$ cat src/rtl/muldiv_pkg.sv
`default_nettype none
// +----------------------------------------------------------------------------+
// | Module      : muldiv_pkg                                                   |
// | Description : Shared constants and the state encoding for mul_div_unit.    |
// |               It holds the op encoding, the FSM state enum, the default    |
// |               operand width and the divide-by-zero quotient pattern.       |
// | Revision    : 1.0 - initial release                                        |
// +----------------------------------------------------------------------------+
package muldiv_pkg;

  localparam int DEFAULT_WIDTH = 32;

  // Op select encoding
  localparam logic OP_MUL = 1'b0;
  localparam logic OP_DIV = 1'b1;

  // Quotient reported on a zero divisor (all ones)
  localparam logic [DEFAULT_WIDTH-1:0] DIV0_QUOTIENT = 32'hFFFF_FFFF;

  typedef enum logic [2:0] {
    S_IDLE  = 3'd0,
    S_MUL   = 3'd1,
    S_DIV   = 3'd2,
    S_FIXUP = 3'd3,
    S_DONE  = 3'd4
  } state_e;

endpackage
`default_nettype wire

$ cat src/rtl/muldiv_step.sv
`default_nettype none
// +----------------------------------------------------------------------------+
// | Module      : muldiv_step                                                  |
// | Description : Combinational single-iteration datapath for mul_div_unit.   |
// |               MUL: radix-2 Booth add/sub on the upper accumulator half,   |
// |                    then a 1-bit arithmetic shift right of {hi,lo,qm1}.     |
// |               DIV: restoring step; shift {rem,quot} left one bit, trial   |
// |                    subtract the divisor, keep it when non-negative.       |
// | Ports       : op_i   - OP_MUL / OP_DIV                                     |
// |               hi_i   - WIDTH+1 upper accumulator / partial remainder       |
// |               lo_i   - WIDTH lower accumulator (multiplier / quotient)     |
// |               qm1_i  - Booth q(-1) bit (MUL only)                          |
// |               m_i    - multiplicand (MUL) or divisor magnitude (DIV)       |
// |               hi_o, lo_o, qm1_o - next-iteration values                    |
// | Revision    : 1.0 - initial release                                        |
// +----------------------------------------------------------------------------+
module muldiv_step
  import muldiv_pkg::*;
#(
  parameter int WIDTH = DEFAULT_WIDTH
) (
  input  logic             op_i,
  input  logic [WIDTH:0]   hi_i,
  input  logic [WIDTH-1:0] lo_i,
  input  logic             qm1_i,
  input  logic [WIDTH-1:0] m_i,
  output logic [WIDTH:0]   hi_o,
  output logic [WIDTH-1:0] lo_o,
  output logic             qm1_o
);

  logic [WIDTH:0] m_ext;
  logic [WIDTH:0] sum;
  logic [WIDTH:0] shifted;
  logic [WIDTH:0] trial;
  logic           fits;

  // Multiplicand is signed for Booth; divisor is already a magnitude.
  assign m_ext = (op_i == OP_MUL) ? {m_i[WIDTH-1], m_i} : {1'b0, m_i};

  always_comb begin
    hi_o    = hi_i;
    lo_o    = lo_i;
    qm1_o   = qm1_i;
    sum     = hi_i;
    shifted = '0;
    trial   = '0;
    fits    = 1'b0;
    if (op_i == OP_MUL) begin
      case ({lo_i[0], qm1_i})
        2'b01:   sum = hi_i + m_ext;
        2'b10:   sum = hi_i - m_ext;
        default: sum = hi_i;
      endcase
      // The extra top bit keeps -2^(W-1) subtractions from overflowing.
      hi_o  = {sum[WIDTH], sum[WIDTH:1]};
      lo_o  = {sum[0], lo_i[WIDTH-1:1]};
      qm1_o = lo_i[0];
    end else begin
      shifted = {hi_i[WIDTH-1:0], lo_i[WIDTH-1]};
      trial   = shifted - m_ext;
      fits    = (shifted >= m_ext);
      hi_o    = fits ? trial : shifted;
      lo_o    = {lo_i[WIDTH-2:0], fits};
    end
  end

endmodule
`default_nettype wire

$ cat src/rtl/mul_div_unit.sv
`default_nettype none
// +----------------------------------------------------------------------------+
// | Module      : mul_div_unit                                                 |
// | Description : Multi-cycle signed multiply / divide unit feeding Zhigh and  |
// |               Zlow. Booth multiply and restoring divide on magnitudes,    |
// |               one bit per cycle, with a sign fix-up cycle at the end.     |
// |               Optional feature macro: MULDIV_OVERFLOW_FLAG_EN adds the    |
// |               'overflow' output.                                          |
// | Ports       : clock, clear_n (sync active-low), start, op, y_in, bus_in,  |
// |               z_high, z_low, busy, done, div_by_zero [, overflow]         |
// | Revision    : 1.0 - initial release                                        |
// +----------------------------------------------------------------------------+
module mul_div_unit
  import muldiv_pkg::*;
#(
  parameter int WIDTH = DEFAULT_WIDTH,
  parameter int CNT_W = $clog2(WIDTH) + 1
) (
  input  logic             clock,
  input  logic             clear_n,
  input  logic             start,
  input  logic             op,
  input  logic [WIDTH-1:0] y_in,
  input  logic [WIDTH-1:0] bus_in,
  output logic [WIDTH-1:0] z_high,
  output logic [WIDTH-1:0] z_low,
  output logic             busy,
  output logic             done,
  output logic             div_by_zero
`ifdef MULDIV_OVERFLOW_FLAG_EN
  ,
  output logic             overflow
`endif
);

  localparam logic [CNT_W-1:0] LAST_CNT = CNT_W'(WIDTH - 1);

  state_e           state_q;
  logic [CNT_W-1:0] cnt_q;
  logic             op_q;
  logic [WIDTH:0]   hi_q;
  logic [WIDTH-1:0] lo_q;
  logic             qm1_q;
  logic [WIDTH-1:0] m_q;
  logic             sign_a_q;
  logic             sign_b_q;
  logic [WIDTH-1:0] z_high_q;
  logic [WIDTH-1:0] z_low_q;
  logic             busy_q;
  logic             done_q;
  logic             dbz_q;

  logic [WIDTH:0]   hi_d;
  logic [WIDTH-1:0] lo_d;
  logic             qm1_d;

  logic [WIDTH-1:0] y_mag;
  logic [WIDTH-1:0] b_mag;

  // Magnitudes; -2^(W-1) maps to 2^(W-1), which is correct read as unsigned.
  assign y_mag = y_in[WIDTH-1] ? -y_in : y_in;
  assign b_mag = bus_in[WIDTH-1] ? -bus_in : bus_in;

  muldiv_step #(.WIDTH(WIDTH)) u_step (
    .op_i  (op_q),
    .hi_i  (hi_q),
    .lo_i  (lo_q),
    .qm1_i (qm1_q),
    .m_i   (m_q),
    .hi_o  (hi_d),
    .lo_o  (lo_d),
    .qm1_o (qm1_d)
  );

`ifdef MULDIV_OVERFLOW_FLAG_EN
  logic             ovf_q;
  logic             ovf_div_q;
  logic [WIDTH:0]   prod_top;
  // product[2W-1:W-1] must be all-equal for the product to fit in W bits
  assign prod_top = {hi_q[WIDTH-1:0], lo_q[WIDTH-1]};
  assign overflow = ovf_q;
`endif

  always_ff @(posedge clock) begin
    if (!clear_n) begin
      state_q  <= S_IDLE;
      cnt_q    <= '0;
      op_q     <= OP_MUL;
      hi_q     <= '0;
      lo_q     <= '0;
      qm1_q    <= 1'b0;
      m_q      <= '0;
      sign_a_q <= 1'b0;
      sign_b_q <= 1'b0;
      z_high_q <= '0;
      z_low_q  <= '0;
      busy_q   <= 1'b0;
      done_q   <= 1'b0;
      dbz_q    <= 1'b0;
`ifdef MULDIV_OVERFLOW_FLAG_EN
      ovf_q     <= 1'b0;
      ovf_div_q <= 1'b0;
`endif
    end else begin
      // Status outputs trail the state by one cycle, so done appears the
      // cycle after DONE and busy drops on that same cycle.
      busy_q <= (state_q == S_MUL) || (state_q == S_DIV) || (state_q == S_FIXUP);
      done_q <= (state_q == S_DONE);

      case (state_q)
        S_IDLE: begin
          if (start) begin
            cnt_q <= '0;
            op_q  <= op;
            qm1_q <= 1'b0;
            hi_q  <= '0;
            dbz_q <= 1'b0;
`ifdef MULDIV_OVERFLOW_FLAG_EN
            ovf_q     <= 1'b0;
            ovf_div_q <= (y_in == {1'b1, {(WIDTH-1){1'b0}}}) && (&bus_in);
`endif
            if (op == OP_MUL) begin
              lo_q    <= bus_in;
              m_q     <= y_in;
              state_q <= S_MUL;
            end else if (bus_in == '0) begin
              // Zero divisor: report all-ones quotient and the dividend.
              z_low_q  <= '1;
              z_high_q <= y_in;
              dbz_q    <= 1'b1;
              state_q  <= S_DONE;
            end else begin
              lo_q     <= y_mag;
              m_q      <= b_mag;
              sign_a_q <= y_in[WIDTH-1];
              sign_b_q <= bus_in[WIDTH-1];
              state_q  <= S_DIV;
            end
          end
        end

        S_MUL, S_DIV: begin
          hi_q  <= hi_d;
          lo_q  <= lo_d;
          qm1_q <= qm1_d;
          cnt_q <= cnt_q + CNT_W'(1);
          if (cnt_q == LAST_CNT) begin
            state_q <= S_FIXUP;
          end
        end

        S_FIXUP: begin
          if (op_q == OP_MUL) begin
            z_high_q <= hi_q[WIDTH-1:0];
            z_low_q  <= lo_q;
`ifdef MULDIV_OVERFLOW_FLAG_EN
            ovf_q    <= !((&prod_top) || (~|prod_top));
`endif
          end else begin
            z_low_q  <= (sign_a_q ^ sign_b_q) ? -lo_q : lo_q;
            z_high_q <= sign_a_q ? -hi_q[WIDTH-1:0] : hi_q[WIDTH-1:0];
`ifdef MULDIV_OVERFLOW_FLAG_EN
            ovf_q    <= ovf_div_q;
`endif
          end
          state_q <= S_DONE;
        end

        S_DONE: begin
          state_q <= S_IDLE;
        end

        default: begin
          state_q <= S_IDLE;
        end
      endcase
    end
  end

  assign z_high      = z_high_q;
  assign z_low       = z_low_q;
  assign busy        = busy_q;
  assign done        = done_q;
  assign div_by_zero = dbz_q;

endmodule
`default_nettype wire
$ cat config.mk
export PLATFORM = sky130hd
export DESIGN_NAME = mul_div_unit
export DESIGN_NICKNAME = d
export VERILOG_FILES = /design/src/rtl/muldiv_pkg.sv /design/src/rtl/muldiv_step.sv /design/src/rtl/mul_div_unit.sv
export SDC_FILE = /design/constraint.sdc
export NUM_CORES = 1
export LEC_CHECK = 0
export BUFFER_PORTS_ARGS = -buffer_cell sky130_fd_sc_hd__buf_4
export CAP_MARGIN = 20
export CORE_MARGIN = 1
export CORE_UTILIZATION = 45
export CTS_CLUSTER_SIZE = 28
export DETAILED_ROUTE_END_ITERATION = 6
export REMOVE_ABC_BUFFERS = 1
export SYNTH_ARGS = -nofsm -noshare
export SYNTH_HDL_FRONTEND = slang
export SYNTH_SLANG_ARGS = --single-unit
$ cat constraint.sdc
create_clock -name clock -period 4.7 [get_ports clock]
set_clock_uncertainty 0.2 [all_clocks]
set_input_delay 0.235 -clock clock [delete_from_list [all_inputs] [get_ports clock]]
set_output_delay 0.235 -clock clock [all_outputs]
set_load 0.1 [all_outputs]
==> impl_metrics.env, run 1 <==
export IMPL_status="completed"
export IMPL_htreeDepth=4
export IMPL_antenna_found_initial=1
export IMPL_drive_above_1_share_pct=12.57
export IMPL_clockBufferDepth=2
export IMPL_cts_tree="done"
export IMPL_clkTransAtPathRegs_ns=0.08
export IMPL_critPathArrivalTime_ns=4.51
export IMPL_synth_cell_type_count=82
export IMPL_slew_viol_final=0
export IMPL_final_core_util_pct=52.23
export IMPL_synthArstFlopShare_pct=0
export IMPL_fin_nets=2340
export IMPL_initial_utilization_pct=45.67
export IMPL_grt_max_degree=87
export IMPL_yosysMostFrequentCell="nand2_1"
export IMPL_dieHeight_um=189
export IMPL_finalCriticalPeriod_ns=4.366
export IMPL_setup_viol=0
export IMPL_cts_num_sinks=177
export IMPL_grt_pass1_vias=15100
export IMPL_synth_seq_area_share_pct=22.52
export IMPL_hold_violations=0
export IMPL_routed_wl_mm=53.35
export IMPL_path_cells="inv_1, ha_2, nand3_1, nor2_1, nand2_1, nor2_1, nor2_1, xnor2_1, ha_1, and3_1, and2_1, and3_1, a41o_1, o41a_1, a41oi_2, mux2i_1, nand4_1, and4_1"
export IMPL_boundaryPins=135
export IMPL_ys_ff_latch=177
export IMPL_place_gp_congestion=0.9364
export IMPL_place_ws_ns=0.08567
export IMPL_gr_total_overflow=0
export IMPL_viasPerCell=6.148
export IMPL_cts_root_buf="clkbuf_16"
export IMPL_crit_fanout=6
export IMPL_start_kind="register"
export IMPL_wire_per_inst_um=20.01
export IMPL_fin_tns_setup_ns=0
export IMPL_fin_crit_sh_pct=92.89
export IMPL_yosys_warnings=0
export IMPL_path_delay_family="simple AND/OR/NAND/NOR gates"
export IMPL_die_w_um=189
export IMPL_yosys_top_cells_count="nand2_1 (271), dfxtp_1 (177), o21ai_0 (157)"
export IMPL_rsz0062_at_grt="no"
export IMPL_antenna_left=0
export IMPL_insertion_delay_ns=0.44
export IMPL_synth_top_area_share_pct=22.52
export IMPL_path_buf_inv=1
export IMPL_max_cap_violations=0
export IMPL_synth_edf_count=0
export IMPL_min_path_type="in -> reg"
export IMPL_slew_headroom_pct=36.70
export IMPL_design_area_um2=18000
export IMPL_cts_buffers=17
export IMPL_track_usage_pct=29.30
export IMPL_cts_post_setup_buffers_inserted=0
export IMPL_synth_area_um2=15740
export IMPL_synth_area_leader_cell="dfxtp_1"
export IMPL_die_area_um2=35720
export IMPL_ys_flop_type="dfxtp_1"
export IMPL_fmax_ghz=0.2291
export IMPL_num_antenna_cells=0
export IMPL_path_common_cell="nor2_1"
export IMPL_tightest_slew_ns=0.9396
export IMPL_post_route_drc_count=0
export IMPL_avgSynthCellArea_um2=7.388
export IMPL_dr_pass1_iters=5
export IMPL_timing_critical_path_slowest_cell_delay_ns=0.50
export IMPL_endpoint_kind="register"
export IMPL_synthTopCellsByArea="dfxtp_1 (23%), nand2_1 (6.5%), ha_1 (5.7%)"
export IMPL_syn_to_final_growth_pct=14.37
export IMPL_first_iter_violations=1333
export IMPL_slowest_stage="o41a_1"
export IMPL_worstSetupPathType="reg -> reg"
export IMPL_worstPathRequired_ns=4.84
export IMPL_grt_pass1_wl_mm=83.21
export IMPL_vias=16390
export IMPL_placed_area_um2=17130
export IMPL_io_buffers=134
export IMPL_setup_slack_ns=0.3342
export IMPL_syn_inst=2130
export IMPL_dpl_hpwl_mm=40.54
export IMPL_core_area_um2=34460
export IMPL_rows=68
## sequential cells by signal, indices dropped and copies added, names as in the netlist
name	count
m_q	32
lo_q	32
done	1
cnt_q	6
sign_b_q	1
busy	1
z_high	32
hi_q	33
z_low	32
state_q	3
op_q	1
qm1_q	1
div_by_zero	1
sign_a_q	1
## layout by cell type, fill, tap and decap left out, types with 13 or more instances in the layout
cell type	synthesis	layout
nand2_1	271	271
buf_4	0	187
dfxtp_1	177	176
o21ai_0	157	157
a21oi_1	143	143
nor2_1	131	129
xnor2_1	100	100
xor2_1	95	95
o211ai_1	86	86
inv_1	75	75
ha_1	72	71
nand3_1	61	61
a21boi_0	55	55
mux2i_1	46	46
nor3_1	34	33
a211oi_1	29	29
a31oi_1	28	28
o31ai_1	28	28
and3_1	24	24
a21o_1	23	22
nor2b_1	21	20
dlygate4sd3_1	0	20
o221a_2	19	19
nor4_1	19	18
or4_1	18	18
nand2b_1	19	18
clkbuf_16	0	18
o41ai_1	16	16
nand4_1	15	15
and2_1	14	14
o221ai_1	14	14
or3_1	14	14
a32o_1	13	13
## area by class of cell
| class | count | area [um2] |
|---|---|---|
| Fill cell | 3439 | 16460 |
| Multi-Input combinational cell | 1717 | 11370 |
| Sequential cell | 177 | 3547 |
| Timing Repair Buffer | 209 | 1644 |
| Tap cell | 455 | 569.3 |
| Clock buffer | 20 | 478.0 |
| Inverter | 76 | 285.3 |
| Clock inverter | 12 | 105.1 |
## layer usage
metal / track usage, % / wire length [um]
met2: 46.80 / 24070
met5: 0 / 12
met1: 40.35 / 24720
met3: 3.967 / 2959
met4: 9.895 / 1584
## path summary, 6_finish.rpt
path,start,endpoint,slack [ns],depth (start not counted)
max reg2reg,m_q[1],hi_q[30],0.33,18
min,y_in[13],m_q[13],0.007,3
max,m_q[1],hi_q[30],0.33,18
min reg2reg,z_high[22],z_high[22],0.26,2
## worst reg2reg max path, stage by stage, from the launching register on
cell and delay [ns]:
dfxtp_1 0.32, inv_1 0.17, ha_2 0.28, nand3_1 0.18, nor2_1 0.21, nand2_1 0.11, nor2_1 0.15, nor2_1 0.07
xnor2_1 0.13, ha_1 0.35, and3_1 0.22, and2_1 0.15, and3_1 0.18, a41o_1 0.25, o41a_1 0.50, a41oi_2 0.28
mux2i_1 0.20, nand4_1 0.10, and4_1 0.22
## what timing repair did
item                       4_1_cts  5_1_grt
hold buffers                    20        0
hold endpoints to repair        28        0
gates resized for setup          0       10
setup endpoints to repair        0        7
## through the flow
stage,std cells,hold slack [ns]
2_1_floorplan,1970,0.1541
3_5_place_dp,2613,0.2513
6_report,2666,0.006811
3_3_place_gp,2613,0.2444
5_1_grt,2666,0.002065
4_1_cts,2665,0.003320
## cells by family after synthesis
logic type,Yosys count,synth area share [%]
AOI/OAI and AO/OA,721,31.18
and+or+nand+nor,677,20.50
buffers and inverters,236,5.764
xor gates and xnor gates,195,10.85
DFF,177,22.52
adders and majority gates,74,5.979
muxes,50,3.212
Power of run 1 is not shown: default switching activity piles up to over one toggle a cycle in this logic, so the estimate is an artifact.
==> run 2, diff against run 1 <==
BUFFER_PORTS_ARGS = -buffer_cell sky130_fd_sc_hd__buf_2   (was -buffer_cell sky130_fd_sc_hd__buf_4)
PLACE_DENSITY = 0.69   (was default)
==> run 2 against run 1 <==
  * Final cell count fell by 0.41%
  * Final area decreased by 2.7%
  * Hold slack got worse by 0.00051 ns
  * Critical endpoint unchanged
  * Non-clock buffer count is 11 lower
  * Setup slack lost 0.048 ns
  * Utilization fell by 1.4 points
  * Flip-flop and latch count stayed put
  * Largest cell class unchanged
  * Routed wire length shrank 3.0%
  * Clock-buffer cell count up 2
  * Register-to-register slack worse by 0.05 ns
  * Sequential share of layout area is 0.54 points higher
==> impl_metrics.env, run 2 (synthesis gave the netlist of run 1 again) <==
export IMPL_max_cap_violations=0
export IMPL_dieHeight_um=189
export IMPL_hold_violations=0
export IMPL_slew_headroom_pct=28.95
export IMPL_boundaryPins=135
export IMPL_core_area_um2=34460
export IMPL_antenna_left=0
export IMPL_fin_crit_sh_pct=93.92
export IMPL_route_met3_wl_mm=3.095
export IMPL_place_gp_congestion=0.9506
export IMPL_antenna_found_initial=2
export IMPL_min_path_cells=3
export IMPL_track_usage_pct=28.19
export IMPL_fmax_ghz=0.2265
export IMPL_vias=16380
export IMPL_start_kind="register"
export IMPL_first_iter_violations=1368
export IMPL_insertion_delay_ns=0.45
export IMPL_routed_wl_mm=51.73
export IMPL_setup_viol=0
export IMPL_fin_nets=2329
export IMPL_viasPerCell=6.171
export IMPL_cts_root_buf="clkbuf_16"
export IMPL_status="completed"
export IMPL_num_antenna_cells=0
export IMPL_crit_fanout=5
export IMPL_dp_cells=2617
export IMPL_drive_above_1_share_pct=12.82
export IMPL_die_w_um=189
export IMPL_worstSetupPathType="reg -> reg"
export IMPL_dpl_hpwl_mm=39.39
export IMPL_initial_utilization_pct=45.67
export IMPL_topRoutingLayerUsed="met5"
export IMPL_dr_wl_met2_mm=23.33
export IMPL_dr_pass1_iters=5
export IMPL_worstPathRequired_ns=4.84
export IMPL_min_path_type="in -> reg"
export IMPL_clkTransAtPathRegs_ns=0.07
export IMPL_mostFrequentLayoutCells="nand2_1 (271), dfxtp_1 (176), o21ai_0 (156)"
export IMPL_die_area_um2=35720
export IMPL_slew_viol_final=0
export IMPL_rows=68
export IMPL_largest_reg_flops=33
export IMPL_wire_per_inst_um=19.48
export IMPL_tightest_slew_ns=1.059
export IMPL_post_route_drc_count=0
export IMPL_io_buffers=134
export IMPL_grt_max_degree=90
export IMPL_gr_total_overflow=0
export IMPL_finalCriticalPeriod_ns=4.414
export IMPL_cts_num_sinks=177
export IMPL_cts_buffers=17
export IMPL_final_core_util_pct=50.84
export IMPL_endpoint_kind="register"
export IMPL_rsz0062_at_grt="no"
export IMPL_reg2reg_depth=16
export IMPL_clockBufferDepth=2
export IMPL_grt_pass1_wl_mm=80.42
export IMPL_final_common_cell="nand2_1"
export IMPL_max_flop_register="hi_q"
export IMPL_htreeDepth=4
export IMPL_met1_length_mm=23.91
export IMPL_grt_pass1_vias=14840
export IMPL_final_cells=2655
export IMPL_syn_to_final_growth_pct=11.33
export IMPL_critPathArrivalTime_ns=4.56
export IMPL_cts_tree="done"
run 2: cell count changes in the layout (fill, tap and decap cells not counted), moves of 2 or more:
cell           before  now
buf_2               0  132
buf_4             187   60
dlygate4sd3_1      20    5
clkinv_2            5    1
clkbuf_8            2    5
clkinvlp_4          2    4
nor2_1            129  127
nor4_2              1    3
nor4_4              3    1
run 2: cell type report:
cell class,instances,area (um2)
clock inverter,10,100.1
inverter,76,285.3
multi-input combinational,1717,11340
sequential,177,3547
timing repair buffer,198,1181
clock buffer,22,494.2
fill,3422,16940
tap,455,569.3
run 2: path summary, 6_finish.rpt:
path,start,to,slack (ns)
min reg2reg,z_high[24],z_high[24],0.26
max,m_q[9],hi_q[30],0.29
max reg2reg,m_q[9],hi_q[30],0.29
min,y_in[17],m_q[17],0.006
run 2: stage by stage:
stage | hold slack (ns) | setup TNS [ns] | setup slack (ns) | instance area (um2)
finish | 0.006302 | 0 | 0.2857 | 17520
CTS | 0.004143 | 0 | 0.09055 | 17480
floorplan | 0.1541 | -35.22 | -1.251 | 15110
global route | 0.01448 | 0 | 0.05277 | 17520
global placement | 0.2421 | 0 | 0.3287 | 16830
detailed placement | 0.2515 | 0 | 0.1819 | 16830
run 2: what timing repair did:
item,in CTS,in global routing
setup endpoints to repair,0,3
setup buffers,0,1
endpoints found under the hold margin,5,0
resized for setup,0,8
hold buffers,5,0
run 2: critical path, cell delays in order (launching register included):
cell     delay [ns]
dfxtp_1        0.35
or4_1          0.60
nor2_2         0.18
nand2_1        0.13
nor2_4         0.17
nor2_1         0.07
xnor2_1        0.18
ha_1           0.31
and3_1         0.22
and2_1         0.15
and3_1         0.18
a41o_1         0.25
o41a_1         0.48
a41oi_1        0.30
mux2i_1        0.22
nand4_1        0.11
and4_1         0.22
run 2: routing by layer:
layer,up-vias,track usage [%]
met3,84,3.225
met1,7849,39.70
met4,2,8.933
met2,538,44.70
li1,7911,-
met5,-,0
Power of run 2 is left out for the same reason.
==> run 3, diff against run 2 <==
RECOVER_POWER = 50   (was default)
==> run 3 against run 2 <==
  * The flow now finishes with violations (capacitance limit, slew limit)
  * Critical path depth unchanged
  * Non-clock buffer count unchanged
  * Hold slack better by 0.0010 ns
  * Utilization down 0.32 points
  * Clock-buffer cell count did not move
  * First-iteration DRC count up 5.6%
  * Critical path type unchanged
==> impl_metrics.env, run 3 (synthesis gave the netlist of run 1 again) <==
export IMPL_fin_crit_sh_pct=94.40
export IMPL_endpoint_kind="register"
export IMPL_cts_root_buf="clkbuf_16"
export IMPL_largest_reg_flops=33
export IMPL_viasPerCell=6.193
export IMPL_routed_wl_mm=51.68
export IMPL_die_area_um2=35720
export IMPL_fmax_ghz=0.2254
export IMPL_place_gp_congestion=0.9506
export IMPL_route_met3_wl_mm=3.364
export IMPL_wire_per_inst_um=19.46
export IMPL_antenna_left=0
export IMPL_clkTransAtPathRegs_ns=0.07
export IMPL_critPathArrivalTime_ns=4.57
export IMPL_initial_utilization_pct=45.67
export IMPL_finalCriticalPeriod_ns=4.437
export IMPL_htreeDepth=4
export IMPL_crit_fanout=5
export IMPL_grt_max_degree=90
export IMPL_fin_tns_setup_ns=0
export IMPL_vias=16450
export IMPL_seq_area_um2=3547
export IMPL_met1_length_mm=23.56
export IMPL_n_fill_cell=3466
export IMPL_dr_wl_met2_mm=23.23
export IMPL_setup_viol=0
export IMPL_die_w_um=189
export IMPL_slew_headroom_pct=-72.52
export IMPL_grt_pass1_vias=14840
export IMPL_boundaryPins=135
export IMPL_final_common_cell="nand2_1"
export IMPL_syn_to_final_growth_pct=10.63
export IMPL_start_kind="register"
export IMPL_rows=68
export IMPL_max_cap_violations=3
export IMPL_violations="capacitance limit, slew limit"
export IMPL_drive_above_1_share_pct=9.409
export IMPL_mostFrequentLayoutCells="nand2_1 (271), dfxtp_1 (176), o21ai_0 (156)"
export IMPL_min_path_type="in -> reg"
export IMPL_hold_violations=0
export IMPL_cts_tree="done"
export IMPL_insertion_delay_ns=0.45
export IMPL_tightest_slew_ns=2.588
export IMPL_track_usage_pct=28.19
export IMPL_slew_viol_final=121
export IMPL_dr_pass1_iters=5
export IMPL_gr_total_overflow=0
export IMPL_rsz0062_at_grt="no"
export IMPL_io_buffers=134
export IMPL_dieHeight_um=189
export IMPL_dpl_hpwl_mm=39.39
export IMPL_cts_num_sinks=177
export IMPL_core_area_um2=34460
export IMPL_antenna_found_initial=3
export IMPL_cts_buffers=17
export IMPL_grt_pass1_wl_mm=80.42
export IMPL_worstPathRequired_ns=4.84
export IMPL_post_route_drc_count=0
export IMPL_worstSetupPathType="reg -> reg"
export IMPL_multi_input_area_um2=11330
export IMPL_clockBufferDepth=2
export IMPL_status="finished with violations"
export IMPL_first_iter_violations=1445
export IMPL_fin_nets=2329
export IMPL_max_flop_register="hi_q"
export IMPL_topRoutingLayerUsed="met5"
run 3: cell type report:
class	instances	share of cell area, %
Tap cell	455	3.270
Inverter	76	1.639
Clock inverter	10	0.5750
Clock buffer	22	2.839
Antenna cell	1	0.01437
Multi-Input combinational cell	1717	65.10
Timing Repair Buffer	198	6.188
Sequential cell	177	20.38
run 3: metrics by stage:
stage	area, um2	cells	util [%]	worst slack [ns]	hold slack [ns]
final	17410	2656	50.52	0.2634	0.007333
after global routing	17410	2655	50.52	0.05277	0.01448
after CTS	17480	2654	50.72	0.09055	0.004143
after detailed placement	16830	2617	48.85	0.1819	0.2515
after global placement	16830	2617	48.85	0.3287	0.2421
after floorplan	15110	1970	-	-1.251	0.1541
run 3: worst paths after layout:
check,start,to,slack [ns],cells past startpoint
worst max-delay path,m_q[9],hi_q[30],0.26,16
worst min-delay path,y_in[17],m_q[17],0.007,3
worst max register to register,m_q[9],hi_q[30],0.26,16
worst min register to register,z_high[24],z_high[24],0.26,2
run 3: worst max-delay path, cell delays in order, from the launching register on:
cell	delay (ns)
dfxtp_1	0.35
or4_1	0.61
nor2_2	0.18
nand2_1	0.13
nor2_4	0.17
nor2_1	0.07
xnor2_1	0.18
ha_1	0.31
and3_1	0.22
and2_1	0.15
and3_1	0.18
a41o_1	0.25
o41a_1	0.48
a41oi_1	0.30
mux2i_1	0.22
nand4_1	0.11
and4_1	0.22
run 3: timing repair:
| item | 4_1_cts | 5_1_grt |
|---|---|---|
| setup buffers | 0 | 1 |
| endpoints found under the setup margin | 0 | 3 |
| hold endpoints to repair | 5 | 0 |
| resized for setup | 0 | 8 |
| hold buffers | 5 | 0 |
run 3: per-layer routing:
metal  global-route usage, %  vias up
met1                   39.70     7823
met2                   44.70      619
met5                       0        -
met4                   8.933        2
li1                        -     7913
met3                   3.225       92
Power of run 3 is left out for the same reason.
